### config.mk
export PLATFORM = sky130hd
export DESIGN_NAME = multicycle_control_fsm
export DESIGN_NICKNAME = d
export VERILOG_FILES = /design/src/rtl/multicycle_control_fsm.sv
export SDC_FILE = /design/constraint.sdc
export NUM_CORES = 1
export LEC_CHECK = 0
export CELL_PAD_IN_SITES_DETAIL_PLACEMENT = 1
export CELL_PAD_IN_SITES_GLOBAL_PLACEMENT = 1
export CORE_ASPECT_RATIO = 2
export CORE_MARGIN = 8
export CORE_UTILIZATION = 25
export CTS_CLUSTER_DIAMETER = 50
export DETAILED_ROUTE_END_ITERATION = 6
export GPL_TIMING_DRIVEN = 0
export PLACE_DENSITY_LB_ADDON = 0.1
export SETUP_SLACK_MARGIN = 0.1
export SYNTH_ARGS = -nofsm -noshare
export SYNTH_HDL_FRONTEND = slang
export SYNTH_SLANG_ARGS = --single-unit
export TNS_END_PERCENT = 10
### constraint.sdc
create_clock -name clk -period 2.15 [get_ports clk]
set_input_delay 0.215 -clock clk [delete_from_list [all_inputs] [get_ports clk]]
set_output_delay 0.215 -clock clk [all_outputs]
set_load 0.01 [all_outputs]
### src/rtl/multicycle_control_fsm.sv
//------------------------------------------------------------------------------
// Module   : multicycle_control_fsm
// Purpose  : Multicycle control unit for the 16-bit CPE142 processor. Walks each
//            instruction through FETCH/DECODE/EXEC/MEM/WB, drives the datapath
//            enables and mux selects, guards memory accesses with a watchdog
//            and parks the machine in HALT on a HALT opcode or memory timeout.
// Ports    : clk, rst (async, active-high)
//            opcode[3:0], branch_cond, mem_ready        - inputs
//            pc_write, pc_src[1:0], ir_write, mem_read,
//            mem_write, reg_write, alu_src, mem_to_reg,
//            ext_sel                                    - datapath controls
//            state[2:0], halted, mem_fault, illegal_op  - status / debug
// Revision : 1.0 - initial release
//------------------------------------------------------------------------------
`default_nettype none

module multicycle_control_fsm #(
  parameter int unsigned TIMEOUT = 15
) (
  input  logic       clk,
  input  logic       rst,
  input  logic [3:0] opcode,
  input  logic       branch_cond,
  input  logic       mem_ready,
  output logic       pc_write,
  output logic [1:0] pc_src,
  output logic       ir_write,
  output logic       mem_read,
  output logic       mem_write,
  output logic       reg_write,
  output logic       alu_src,
  output logic       mem_to_reg,
  output logic       ext_sel,
  output logic [2:0] state,
  output logic       halted,
  output logic       mem_fault,
  output logic       illegal_op
);

  typedef enum logic [2:0] {
    S_FETCH  = 3'd0,
    S_DECODE = 3'd1,
    S_EXEC   = 3'd2,
    S_MEM    = 3'd3,
    S_WB     = 3'd4,
    S_HALT   = 3'd5
  } state_t;

  // Fault fires in the stall cycle that would bring the counter to TIMEOUT.
  localparam logic [7:0] WD_LIMIT = 8'(TIMEOUT - 1);

  state_t     state_q, state_d;
  logic [7:0] wd_q;
  logic       fault_q;

  // Opcode classes
  logic is_rtype, is_imm, is_branch, is_lw, is_sw, is_jmp, is_halt, is_legal;
  assign is_rtype  = (opcode == 4'b0000);
  assign is_imm    = (opcode == 4'b0001) || (opcode == 4'b0010) || (opcode == 4'b0011);
  assign is_branch = (opcode == 4'b0100) || (opcode == 4'b0101) || (opcode == 4'b0110);
  assign is_lw     = (opcode == 4'b1000);
  assign is_sw     = (opcode == 4'b1011);
  assign is_jmp    = (opcode == 4'b1100);
  assign is_halt   = (opcode == 4'b1111);
  assign is_legal  = is_rtype | is_imm | is_branch | is_lw | is_sw | is_jmp | is_halt;

  // mem_ready only matters while a memory access is outstanding.
  logic stall, timeout_hit;
  assign stall       = ((state_q == S_FETCH) || (state_q == S_MEM)) && !mem_ready;
  assign timeout_hit = stall && (wd_q == WD_LIMIT);

  // State register, watchdog and sticky fault flag
  always_ff @(posedge clk or posedge rst) begin
    if (rst) begin
      state_q <= S_FETCH;
      wd_q    <= 8'd0;
      fault_q <= 1'b0;
    end else begin
      state_q <= state_d;
      // Any non-stall cycle (completion, or any other state) zeroes the
      // counter, so every entry into FETCH/MEM starts from 0.
      wd_q    <= stall ? wd_q + 8'd1 : 8'd0;
      if (timeout_hit) fault_q <= 1'b1;
    end
  end

  // Raw controls before the reset gate
  logic       pc_write_c, ir_write_c, mem_read_c, mem_write_c, reg_write_c;
  logic       alu_src_c, mem_to_reg_c, ext_sel_c, halted_c, illegal_c;
  logic [1:0] pc_src_c;

  always_comb begin
    state_d      = state_q;
    pc_write_c   = 1'b0;
    pc_src_c     = 2'b00;
    ir_write_c   = 1'b0;
    mem_read_c   = 1'b0;
    mem_write_c  = 1'b0;
    reg_write_c  = 1'b0;
    alu_src_c    = 1'b0;
    mem_to_reg_c = 1'b0;
    ext_sel_c    = 1'b0;
    halted_c     = 1'b0;
    illegal_c    = 1'b0;

    case (state_q)
      S_FETCH: begin
        if (timeout_hit) begin
          state_d = S_HALT;
        end else begin
          mem_read_c = 1'b1;
          if (mem_ready) begin
            ir_write_c = 1'b1;
            pc_write_c = 1'b1;
            pc_src_c   = 2'b00;
            state_d    = S_DECODE;
          end
        end
      end
      S_DECODE: begin
        ext_sel_c = is_jmp;
        if (!is_legal) begin
          illegal_c = 1'b1;
          state_d   = S_FETCH;
        end else begin
          state_d = S_EXEC;
        end
      end
      S_EXEC: begin
        ext_sel_c = is_jmp;
        alu_src_c = is_imm | is_lw | is_sw;
        if (is_rtype || is_imm) begin
          state_d = S_WB;
        end else if (is_lw || is_sw) begin
          state_d = S_MEM;
        end else if (is_branch) begin
          pc_write_c = branch_cond;
          pc_src_c   = 2'b01;
          state_d    = S_FETCH;
        end else if (is_jmp) begin
          pc_write_c = 1'b1;
          pc_src_c   = 2'b10;
          state_d    = S_FETCH;
        end else if (is_halt) begin
          state_d = S_HALT;
        end else begin
          state_d = S_FETCH;
        end
      end
      S_MEM: begin
        if (timeout_hit) begin
          state_d = S_HALT;
        end else begin
          mem_read_c  = is_lw;
          mem_write_c = is_sw;
          if (mem_ready) state_d = is_lw ? S_WB : S_FETCH;
        end
      end
      S_WB: begin
        reg_write_c  = 1'b1;
        mem_to_reg_c = is_lw;
        state_d      = S_FETCH;
      end
      S_HALT: begin
        halted_c = 1'b1;
      end
      default: begin
        state_d = S_FETCH;
      end
    endcase
  end

  // rst gates every output combinationally so no partial write can escape
  // in the cycle reset is raised.
  assign pc_write   = pc_write_c   & ~rst;
  assign pc_src     = pc_src_c     & {2{~rst}};
  assign ir_write   = ir_write_c   & ~rst;
  assign mem_read   = mem_read_c   & ~rst;
  assign mem_write  = mem_write_c  & ~rst;
  assign reg_write  = reg_write_c  & ~rst;
  assign alu_src    = alu_src_c    & ~rst;
  assign mem_to_reg = mem_to_reg_c & ~rst;
  assign ext_sel    = ext_sel_c    & ~rst;
  assign state      = state_q      & {3{~rst}};
  assign halted     = halted_c     & ~rst;
  assign mem_fault  = fault_q      & ~rst;
  assign illegal_op = illegal_c    & ~rst;

endmodule

`default_nettype wire

==> results.md <==
- The run finished with clean final reports.
- The number of diodes is 0.
- The routed wire length is 2427 um.
- The wire-length estimate of the detail-placed layout is 1858 um.
- The slowest stage of the critical path is the sky130_fd_sc_hd__or4_4 cell.
- From left edge to right edge, the die measures 58.36 um.
- The number of instances in the placed design is 177.
- Walking the worst path, the cells encountered are nor2b_4 > or4_4 > buf_6 > nor2_8 > nor4_1 > clkdlybuf4s15_1.
- For this design, the sink count on the clock tree is 12.
- The clock period minus worst slack is 2.140 ns.
- Buffers placed on the I/O ports in this run total 20.
- The most repeated cell in the gate-level netlist after synthesis is sky130_fd_sc_hd__nor2_1.
- The clock reaches the later pin of the worst-skew pair after 0.24 ns.
- In this design, the stage delay of the slowest critical-path cell is 0.48 ns.
- STA classifies the critical path startpoint as a flip-flop.
- The share of the Yosys chip area taken by registers is 33.47%.
- Of the post-synthesis cell area, the dominant cell type holds 33.47%.
- The number of nets in the finished design is 145.
- The max-slew violation count is 0.
- In this run the remaining antenna-violating nets after routing total 0.
- Clock tree synthesis selected as its root buffer the cell sky130_fd_sc_hd__clkbuf_8.
- Global routing consumed, over all layers together, 8.610% of the routing resources.
- The critical path data arrival time is 1.92 ns.
- The TritonCTS buffer count is 3.
- The achievable clock frequency is 0.4674 GHz.
- STA classifies the critical path endpoint as an output port.
- The post-placement setup slack is -0.3740 ns.
- The post-route worst setup slack is 0.01028 ns.
- The number of synthesized flops with an enable pin is 0.
- Hold timing on the final database bottoms out at a slack of 0.008941 ns.
- The number of antenna violations at the first check in global routing is 0.
- Sorting the synthesized cells by area gives the leading types as sky130_fd_sc_hd__dfrtp_1 33%, sky130_fd_sc_hd__nor2_1 6.3%, sky130_fd_sc_hd__xor2_1 4.9%.
- Using the TritonRoute via totals, the vias-per-cell ratio works out to 4.582.
- After detailed routing, the number of remaining DRC violations is 0.
- The floorplan row count is 31.
- The logic depth of the worst register-to-register path is 5.
- The Yosys step of the flow raised 0 warnings.
- Dividing total power by cell area gives a power density of 794.8 nW/um2.
- The fraction of the cycle the final worst path needs is 99.52%.
- The beginning of the worst register-to-register path is state_q[1]$_DFFE_PP0P_.
- The total congestion overflow after global routing is 0.
- At the worst endpoint, the required time is 1.93 ns.
- Compared with the post-synthesis result, the final layout area differs by 40.59%.
- Pin placement for this block handled 24 I/O pins.
- Cells with a size suffix above 1 make up 15.79% of the layout.
- Setup repair after global routing could not meet its margin everywhere.
- For this run, the leading register cell type out of synthesis is sky130_fd_sc_hd__dfrtp_1.
- VDD sags by at most 481.3 uV.
- The length of the first detailed-routing pass in iterations is 4.
- The clock transition at the registers of the reported paths is 0.05 ns.
- The fraction of registers with async set/reset is 100.0%.
- The level count of the clock H-tree is 1.
- In this run the tightest slew margin relative to its limit is 66.75%.
- The first global-routing pass estimated 4126 um of wire.
- The core region is 3530 um2.
- The maximum fanout along the worst path is 9.
- The number of nets in the synthesized netlist is 118.
- A synthesized cell averages 8.307 um2.
- After synthesis the cells add up to 897.1 um2.
- The endpoint identified for the worst register-to-register timing path is wd_q[5]$_DFF_PP0_.
- Setup violations remaining at the end of the flow were counted as 0.
- The worst hold-check path type is input port to asynchronous set/reset pin.
- After filler insertion, the fill cell instance count of the layout stands at 426.
- The cell leakage power is 0.5821 nW.
- The number of global-route vias before repair is 912.
- Entering global routing, the biggest net connects 14 pins.
- The total negative slack for setup checks is 0 ns.
- The routed layout has 834 vias.
- The number of buffers on the longest clock path is 2.
- TritonCTS built the clock tree.
- For the pin with the worst max-slew slack, the measured transition is 0.4988 ns.
- The count of maximum capacitance violations is 0.
- At the end of routability-driven placement, the weighted congestion stood at 0.7512.
- Once the floorplan was initialized, standard cells occupied 25.42% of the core.
- Once layout is complete, the cells apart from fillers number 182.
- Setup slack on the worst reg-to-reg path comes out at 0.54 ns.
- The number of hold violations in the final report came to 0.
- Summed over all instances, the cell type with the most area after synthesis is sky130_fd_sc_hd__dfrtp_1.
- In this run, synthesis produced a sequential element count of 12.
- The die is 100.7 um tall.
- The number of cells produced by synthesis is 108.
- The count of cell types in the netlist is 39.
- The clock skew after layout is 0.001469 ns.
- The commonest cells after synthesis are 15 x sky130_fd_sc_hd__nor2_1, 12 x sky130_fd_sc_hd__dfrtp_1, 8 x sky130_fd_sc_hd__nand2_1.
- The floorplan step defined a die boundary enclosing 5878 um2.
- Dividing the detail-routed wire length by the instance count gives 13.34 um.
- In this run, the number of DRC markers left after iteration 0 of detailed routing was 11.
- The setup path with the least slack is of type flip-flop to output port.
## power breakdown
part,internal [mW],switching [mW],total (mW)
clock,0.124,0.0833,0.207
combinational,0.232,0.242,0.473
sequential,0.269,0.0536,0.322
total,0.624,0.379,1.00
## registers in the layout, indices dropped and copies added (netlist names)
register / cells
fault_q: 1
wd_q: 8
state_q: 3
## placed cells by master, fill, tap and decap left out, drive strengths merged, types with 2 or more instances in the layout
| master | count |
|---|---|
| nor2b | 7 |
| dfrtp | 12 |
| nand4 | 3 |
| clkdlybuf4s50 | 11 |
| nor2 | 16 |
| a21oi | 5 |
| a31oi | 2 |
| clkdlybuf4s15 | 2 |
| dlymetal6s2s | 3 |
| nand2 | 8 |
| xor2 | 5 |
| ha | 2 |
| dlygate4sd2 | 3 |
| clkbuf | 8 |
| nand3 | 3 |
| and3 | 5 |
| nor3 | 3 |
| nand3b | 2 |
| inv | 2 |
| buf | 5 |
| nand2b | 6 |
| o21ai | 2 |
## critical path: cells and delay by family (launching register included)
family	cells	cell delay, ns
buffers and inverters	2	0.38
and+or+nand+nor	4	0.83
DFF	1	0.47
## metrics by stage
step                      util (%)  total power [mW]  area (um2)
final                        35.73             1.002        1261
after CTS                    35.02             1.005        1236
after floorplan                  -            0.6060       897.1
after global placement       32.83            0.7644        1159
after detailed placement     32.83            0.7697        1159
after global routing         35.73             1.075        1261
## worst max-delay path by stage
| stage | start | endpoint | depth (start not counted) |
|---|---|---|---|
| final | state_q[1]$_DFFE_PP0P_ | mem_write | 6 |
| after global routing | state_q[1]$_DFFE_PP0P_ | mem_write | 6 |
| after CTS | opcode[3] | illegal_op | 6 |
| after detailed placement | rst | mem_write | 5 |
| after global placement | rst | mem_write | 5 |
| after floorplan | state_q[0]$_DFFE_PP0P_ | mem_write | 6 |
## layout make-up
type                       instances  area (um2)  share of cell area (%)
tap                               49       61.31                   4.861
inverter                           3       15.01                   1.190
buffer                             7       46.29                   3.671
clock buffer                       3       41.29                   3.274
multi-input combinational         86       580.6                   46.03
sequential                        12       301.5                   23.91
timing repair buffer              22       215.2                   17.06
## metal layers
layer	vias up	track usage (%)	share of wire [%]
met5	-	0	0
met3	2	2.685	5.9
li1	427	-	-
met1	387	11.73	50
met4	0	2.852	1.2
met2	18	12.32	43
## what timing repair did
item,CTS,global route
hold endpoints to repair,0,0
pin swaps,1,1
hold buffers,0,0
buffers inserted,1,1
gates resized for setup,18,7
endpoints found under the setup margin,12,8
## logic make-up (layout without fill, tap and decap cells)
| kind of cell | after synthesis | in the layout | share of synthesized area [%] |
|---|---|---|---|
| xor gates and xnor gates | 6 | 6 | 5.858 |
| buffers and inverters | 10 | 35 | 5.996 |
| AOI/OAI and AO/OA | 17 | 17 | 12.83 |
| DFF | 12 | 12 | 33.47 |
| and+or+nand+nor | 61 | 61 | 39.05 |
| adders and majority gates | 2 | 2 | 2.789 |
No activity file was read; power rests on OpenSTA's default activity.
